## src/rtl/poly_add_wb_if.sv

```systemverilog
// poly_add_wb_if: result-stream input, RAM write port and status of the write-back stage
interface poly_add_wb_if #(parameter int ADDR_W = 8);
  logic start;
  logic [ADDR_W-1:0] base_addr;
  logic in_flag;
  logic in_last;
  logic [47:0] din;
  logic we;
  logic [ADDR_W-1:0] waddr;
  logic [47:0] wdata;
  logic busy;
  logic done;
  logic err;
  logic [1:0] err_code;
  logic [ADDR_W:0] word_cnt;
  modport master (
    output start, base_addr, in_flag, in_last, din,
    input we, waddr, wdata, busy, done, err, err_code, word_cnt
  );
  modport slave (
    input start, base_addr, in_flag, in_last, din,
    output we, waddr, wdata, busy, done, err, err_code, word_cnt
  );
endinterface

```

## src/rtl/poly_add_wb.sv

```systemverilog
// poly_add_wb: writes the adder's packed coefficient stream to RAM, checks length and range
module poly_add_wb #(
  parameter logic [23:0] Q = 24'd16515073,
  parameter int N_WORDS = 256,
  parameter int ADDR_W = 8
) (
  input logic clk,
  input logic rst,
  poly_add_wb_if.slave bus
);
  typedef enum logic [1:0] {IDLE, ARMED, WRITE, DONE} state_t;
  localparam logic [ADDR_W:0] N = (ADDR_W+1)'(N_WORDS);
  localparam logic [ADDR_W:0] CNT_MAX = '1;
  state_t state, nxt;
  logic [ADDR_W-1:0] base, waddr;
  logic [ADDR_W:0] cnt, cnt_inc;
  logic [47:0] wdata;
  logic [1:0] code;
  logic we, done, err, active, acc, bad;
  assign active = state == ARMED || state == WRITE;
  assign acc = active && bus.in_flag && !bus.start;
  assign bad = bus.din[47:24] >= Q || bus.din[23:0] >= Q;
  assign cnt_inc = cnt == CNT_MAX ? CNT_MAX : cnt + 1'b1;
  always_comb begin
    nxt = bus.start ? ARMED
        : !active ? IDLE
        : bus.in_flag ? (bus.in_last ? DONE : WRITE)
        : state == WRITE ? IDLE : ARMED;
  end
  always_ff @(posedge clk) begin
    if (rst) state <= IDLE;
    else state <= nxt;
  end
  always_ff @(posedge clk) begin
    if (rst) begin
      base <= '0;
      cnt <= '0;
      we <= 1'b0;
      waddr <= '0;
      wdata <= '0;
      done <= 1'b0;
      err <= 1'b0;
      code <= 2'b00;
    end else begin
      we <= acc && cnt < N;
      done <= 1'b0;
      if (acc) begin
        waddr <= base + cnt[ADDR_W-1:0];
        wdata <= bus.din;
      end
      if (bus.start) begin
        base <= bus.base_addr;
        cnt <= '0;
        err <= 1'b0;
        code <= 2'b00;
      end else if (acc) begin
        cnt <= cnt_inc;
        if (bad) begin
          err <= 1'b1;
          code <= 2'b11;
        end else if (bus.in_last && code != 2'b11) begin
          // final word: judge length using the count including this word
          if (cnt_inc == N) done <= 1'b1;
          else begin
            err <= 1'b1;
            code <= cnt_inc < N ? 2'b01 : 2'b10;
          end
        end
      end else if (state == WRITE && !bus.in_flag) begin
        err <= 1'b1;
        code <= code == 2'b11 ? 2'b11 : 2'b01;
      end
    end
  end
  assign bus.we = we;
  assign bus.waddr = waddr;
  assign bus.wdata = wdata;
  assign bus.busy = active;
  assign bus.done = done;
  assign bus.err = err;
  assign bus.err_code = code;
  assign bus.word_cnt = cnt;
endmodule

```

## src/flat_wrapper.sv

```systemverilog
// flat-port wrapper written by rule: the top's interface ports become plain ports
module poly_add_wb_flat 
#(
  parameter logic [23:0] Q = 24'd16515073,
  parameter int N_WORDS = 256,
  parameter int ADDR_W = 8
)
  (clk, rst, bus_start, bus_base_addr, bus_in_flag, bus_in_last, bus_din, bus_we, bus_waddr, bus_wdata, bus_busy, bus_done, bus_err, bus_err_code, bus_word_cnt);
  poly_add_wb_if #(.ADDR_W(ADDR_W)) bus_i ();
  input logic clk;
  input logic rst;
  input wire logic [$bits(bus_i.start)-1:0] bus_start;
  input wire logic [$bits(bus_i.base_addr)-1:0] bus_base_addr;
  input wire logic [$bits(bus_i.in_flag)-1:0] bus_in_flag;
  input wire logic [$bits(bus_i.in_last)-1:0] bus_in_last;
  input wire logic [$bits(bus_i.din)-1:0] bus_din;
  output wire logic [$bits(bus_i.we)-1:0] bus_we;
  output wire logic [$bits(bus_i.waddr)-1:0] bus_waddr;
  output wire logic [$bits(bus_i.wdata)-1:0] bus_wdata;
  output wire logic [$bits(bus_i.busy)-1:0] bus_busy;
  output wire logic [$bits(bus_i.done)-1:0] bus_done;
  output wire logic [$bits(bus_i.err)-1:0] bus_err;
  output wire logic [$bits(bus_i.err_code)-1:0] bus_err_code;
  output wire logic [$bits(bus_i.word_cnt)-1:0] bus_word_cnt;
  assign bus_i.start = bus_start;
  assign bus_i.base_addr = bus_base_addr;
  assign bus_i.in_flag = bus_in_flag;
  assign bus_i.in_last = bus_in_last;
  assign bus_i.din = bus_din;
  assign bus_we = bus_i.we;
  assign bus_waddr = bus_i.waddr;
  assign bus_wdata = bus_i.wdata;
  assign bus_busy = bus_i.busy;
  assign bus_done = bus_i.done;
  assign bus_err = bus_i.err;
  assign bus_err_code = bus_i.err_code;
  assign bus_word_cnt = bus_i.word_cnt;
  poly_add_wb #(.Q(Q), .N_WORDS(N_WORDS), .ADDR_W(ADDR_W)) u_core (.clk(clk), .rst(rst), .bus(bus_i));
endmodule
```

## config.mk

```make
export PLATFORM = sky130hd
export DESIGN_NAME = poly_add_wb_flat
export DESIGN_NICKNAME = d
export VERILOG_FILES = /design/src/rtl/poly_add_wb_if.sv /design/src/rtl/poly_add_wb.sv /design/src/flat_wrapper.sv
export SDC_FILE = /design/constraint.sdc
export NUM_CORES = 1
export LEC_CHECK = 0
export CAP_MARGIN = 20
export CELL_PAD_IN_SITES_DETAIL_PLACEMENT = 1
export CELL_PAD_IN_SITES_GLOBAL_PLACEMENT = 2
export CORE_UTILIZATION = 35
export DETAILED_ROUTE_END_ITERATION = 12
export DONT_BUFFER_PORTS = 1
export PLACE_DENSITY = 0.88
export SETUP_SLACK_MARGIN = 0.1
export SLEW_MARGIN = 40
export SYNTH_ARGS = -nofsm -noshare
export SYNTH_HDL_FRONTEND = slang
export SYNTH_SLANG_ARGS = --single-unit
```

## constraint.sdc

```tcl
create_clock -name clk -period 5.8 [get_ports clk]
set_input_delay 0.87 -clock clk [delete_from_list [all_inputs] [get_ports clk]]
set_output_delay 0.87 -clock clk [all_outputs]
set_load 0.1 [all_outputs]
```

==> results.py <==
metrics = {
    "status": {
        "outcome": "completed",
    },
    "drt": {
        "ant_nets": 0,
        "vias_per_cell": 5.352,
        "drt_wl_total_um": 9863,
        "drt_iter0_markers": 107,
        "wl_per_cell_um": 17.36,
        "vias": 3040,
        "remaining_drc_errors": 0,
        "drt_first_pass_iters": 4,
    },
    "worst_setup_path": {
        "crit_path_top_delay_cell": "dfxtp_2",
        "path_delay_family": "simple AND/OR/NAND/NOR gates",
        "cpPeakStageDelay_ps": 740,
        "crit_type": "reg -> reg",
        "cp-start-kind": "flip-flop",
        "critPathBufInv": 0,
        "cp-end-kind": "flip-flop",
        "crit_required_ps": 6060,
        "cp_data_arrival_time_ps": 3280,
        "cp_common_cell": "a21oi_1",
        "cp_cell_sequence": "ha_1, nand4_1, nor3_1, a21oi_1, nand2b_1, a21oi_1, a311oi_1",
        "critPathMaxFanout": 9,
    },
    "timing": {
        "tns_ps": 0,
        "rsz0062_at_grt": "no",
        "fin_skew_ps": 9.277,
        "drv_slew": 0,
        "final_hold_viol_count": 0,
        "worstMarginPinSlew_ps": 852.5,
        "fin_ws_ps": 2778,
        "post-route-min-period_ps": 3022,
        "max_clock_freq_mhz": 331.0,
        "whs_ps": 510.2,
        "max-slew-margin-rel_pct": 43.10,
        "finalCritPeriodShare_pct": 52.10,
        "finalSetupViolCount": 0,
    },
    "clock_network": {
        "cts_hold_buffers": 0,
        "ctsResizeCount": 0,
        "cts.reportedPaths.clkPinSlew_ps": 90,
        "cts_tree": "yes",
        "cts.sinks": 80,
        "cts_made_buffers": 9,
        "clock_latency_ps": 350,
        "post-cts-setup-buffers": 0,
        "clock_path_buffers": 2,
        "h-tree-depth": 3,
        "root_buffer": "clkbuf_8",
    },
    "synth": {
        "syn_area_um2": 3478,
        "yosysTopAreaCell": "dfxtp_1",
        "synth_top_area_share_pct": 46.04,
        "synth_area_per_cell_um2": 7.960,
        "synthesis.nets": 508,
        "ys_warn_count": 0,
        "netlist_instances": 437,
        "ys_top_cells_by_area": "dfxtp_1, nand2_1, a21oi_1",
        "synth_edf_count": 0,
        "synthArstFlopShare_pct": 0,
        "yosysUniqueCellTypes": 46,
        "synth-seq-cells": 80,
        "ys.flop_type": "dfxtp_1",
        "ys_seq_area_share_pct": 46.04,
    },
    "power": {
        "p_leak_uw": 0.001355,
        "pwr-share-comb_pct": 6.4,
        "ir_drop_v": 0.0001183,
        "powerDensity_nw_per_um2": 308.7,
        "clkPwrFrac_pct": 37.9,
        "p_sw_share_pct": 30.41,
        "switchingPower_uw": 367.1,
        "totalPowerFinal_uw": 1207,
        "p_int_uw": 840.1,
        "seq_power_share_pct": 55.7,
    },
    "global_routing": {
        "antenna_found_initial": 0,
        "grt_max_degree": 68,
        "grt_overflow": 0,
        "grt_util_all_layers_pct": 18.97,
        "grt_pass1_wl_um": 15100,
        "first_global_vias": 3024,
    },
    "floorplanning": {
        "dieArea_um2": 10340,
        "initial_utilization_pct": 35.92,
        "core_area_um2": 9684,
        "fp.dieH_um": 101.7,
        "die_width_um": 101.7,
        "io_pins": 132,
        "rows": 36,
    },
    "placed_design": {
        "postPlaceCellArea_um2": 3690,
        "dp_hpwl_um": 7024,
        "portBuffers": 0,
        "pre_cts_slack_ps": 2798,
        "gp_congestion": 0.8204,
    },
    "cells_and_area": {
        "final_area_um2": 3910,
        "antenna_cells": 0,
        "syn2layout_area_growth_pct": 12.41,
        "layout_commonest_cell": "nand2_1",
        "drive_gt1_share_pct": 21.84,
        "layout_common_cells": "nand2_1, a21oi_1, dfxtp_2",
        "nets": 501,
    },
    "run": {
        "maxCapViolations": 0,
    },
    "hold_path": {
        "hp-class": "reg -> reg",
    },
}
per-layer routing:
metal / track usage (%) / wire (um)
met1: 22.50 / 4243
met3: 6.556 / 782
met4: 7.915 / 116
met5: 0 / 0
met2: 31.19 / 4721
final timing paths:
| check | start | end | slack (ps) | cells past startpoint |
|---|---|---|---|---|
| max | u_core.bus.word_cnt[1] | u_core.bus.word_cnt[3] | 2780 | 7 |
| min | u_core.base[4] | u_core.base[4] | 510 | 2 |
| min reg2reg | u_core.base[4] | u_core.base[4] | 510 | 2 |
| max reg2reg | u_core.bus.word_cnt[1] | u_core.bus.word_cnt[3] | 2780 | 7 |
tightest hold or removal path, cell delays in order, from the launching register on:
cell and delay, ps:
dfxtp_1 340, mux2i_1 70, nor2_1 70
metrics by stage:
step / std cells / utilization (%)
2_1_floorplan: 437 / -
4_1_cts: 568 / 40.37
5_1_grt: 568 / 40.37
3_3_place_gp: 552 / 37.27
3_5_place_dp: 552 / 38.10
6_report: 568 / 40.37
state kept, by name, summed over array words and instances (netlist names):
signal and cells:
u_core.bus.word_cnt 9, u_core.bus.err_code 2, u_core.bus.waddr 8, u_core.state 2
u_core.bus.we 1, u_core.bus.err 1, u_core.bus.wdata 48, u_core.base 8
u_core.bus.done 1
cell type report:
class,instances,area [um2]
Clock buffer,10,127.6
Tap cell,133,166.4
Timing Repair Buffer,8,60.06
Fill cell,1166,5774
Sequential cell,80,1682
Multi-Input combinational cell,320,1740
Clock inverter,6,92.59
Inverter,11,41.29
cell usage after synthesis, types with 2 or more instances:
library cell and instances:
nand2b_1 7, nor2b_1 3, o31ai_1 6, mux2i_1 8, a211oi_1 3, buf_1 9, a311oi_1 4, xor2_1 3
a21oi_1 65, nor2_1 26, nand3_1 2, xnor2_1 3, nor3_1 9, nor4_1 6, o21ai_0 7, o21a_1 3
inv_1 11, clkbuf_1 16, o311ai_0 2, and3_1 2, nand4_1 4, ha_1 9, or4_1 4, nand3b_1 3
dfxtp_1 80, nand2_1 117, a31oi_1 6
power groups by stage:
| stage | clock network [uW] | registers [uW] | logic [uW] |
|---|---|---|---|
| 3_3_place_gp | 0 | 683 | 75.8 |
| 4_1_cts | 472 | 673 | 78.3 |
| 5_1_grt | 495 | 675 | 86.3 |
| 6_report | 457 | 673 | 77.4 |
| 2_1_floorplan | 0 | 685 | 64.4 |
| 3_5_place_dp | 0 | 687 | 77.7 |
logic make-up (layout without fill, tap and decap cells):
| logic type | Yosys count | count (layout) | share of synthesized area, % |
|---|---|---|---|
| flops | 80 | 80 | 46.04 |
| simple gates | 189 | 189 | 23.88 |
| mux | 9 | 9 | 2.626 |
| compound gates | 106 | 106 | 17.91 |
| buf+inv | 37 | 35 | 4.209 |
| xor+xnor | 6 | 6 | 1.511 |
| fa+ha+maj | 10 | 10 | 3.813 |
Note: power is estimated with default switching activity, not from simulation.
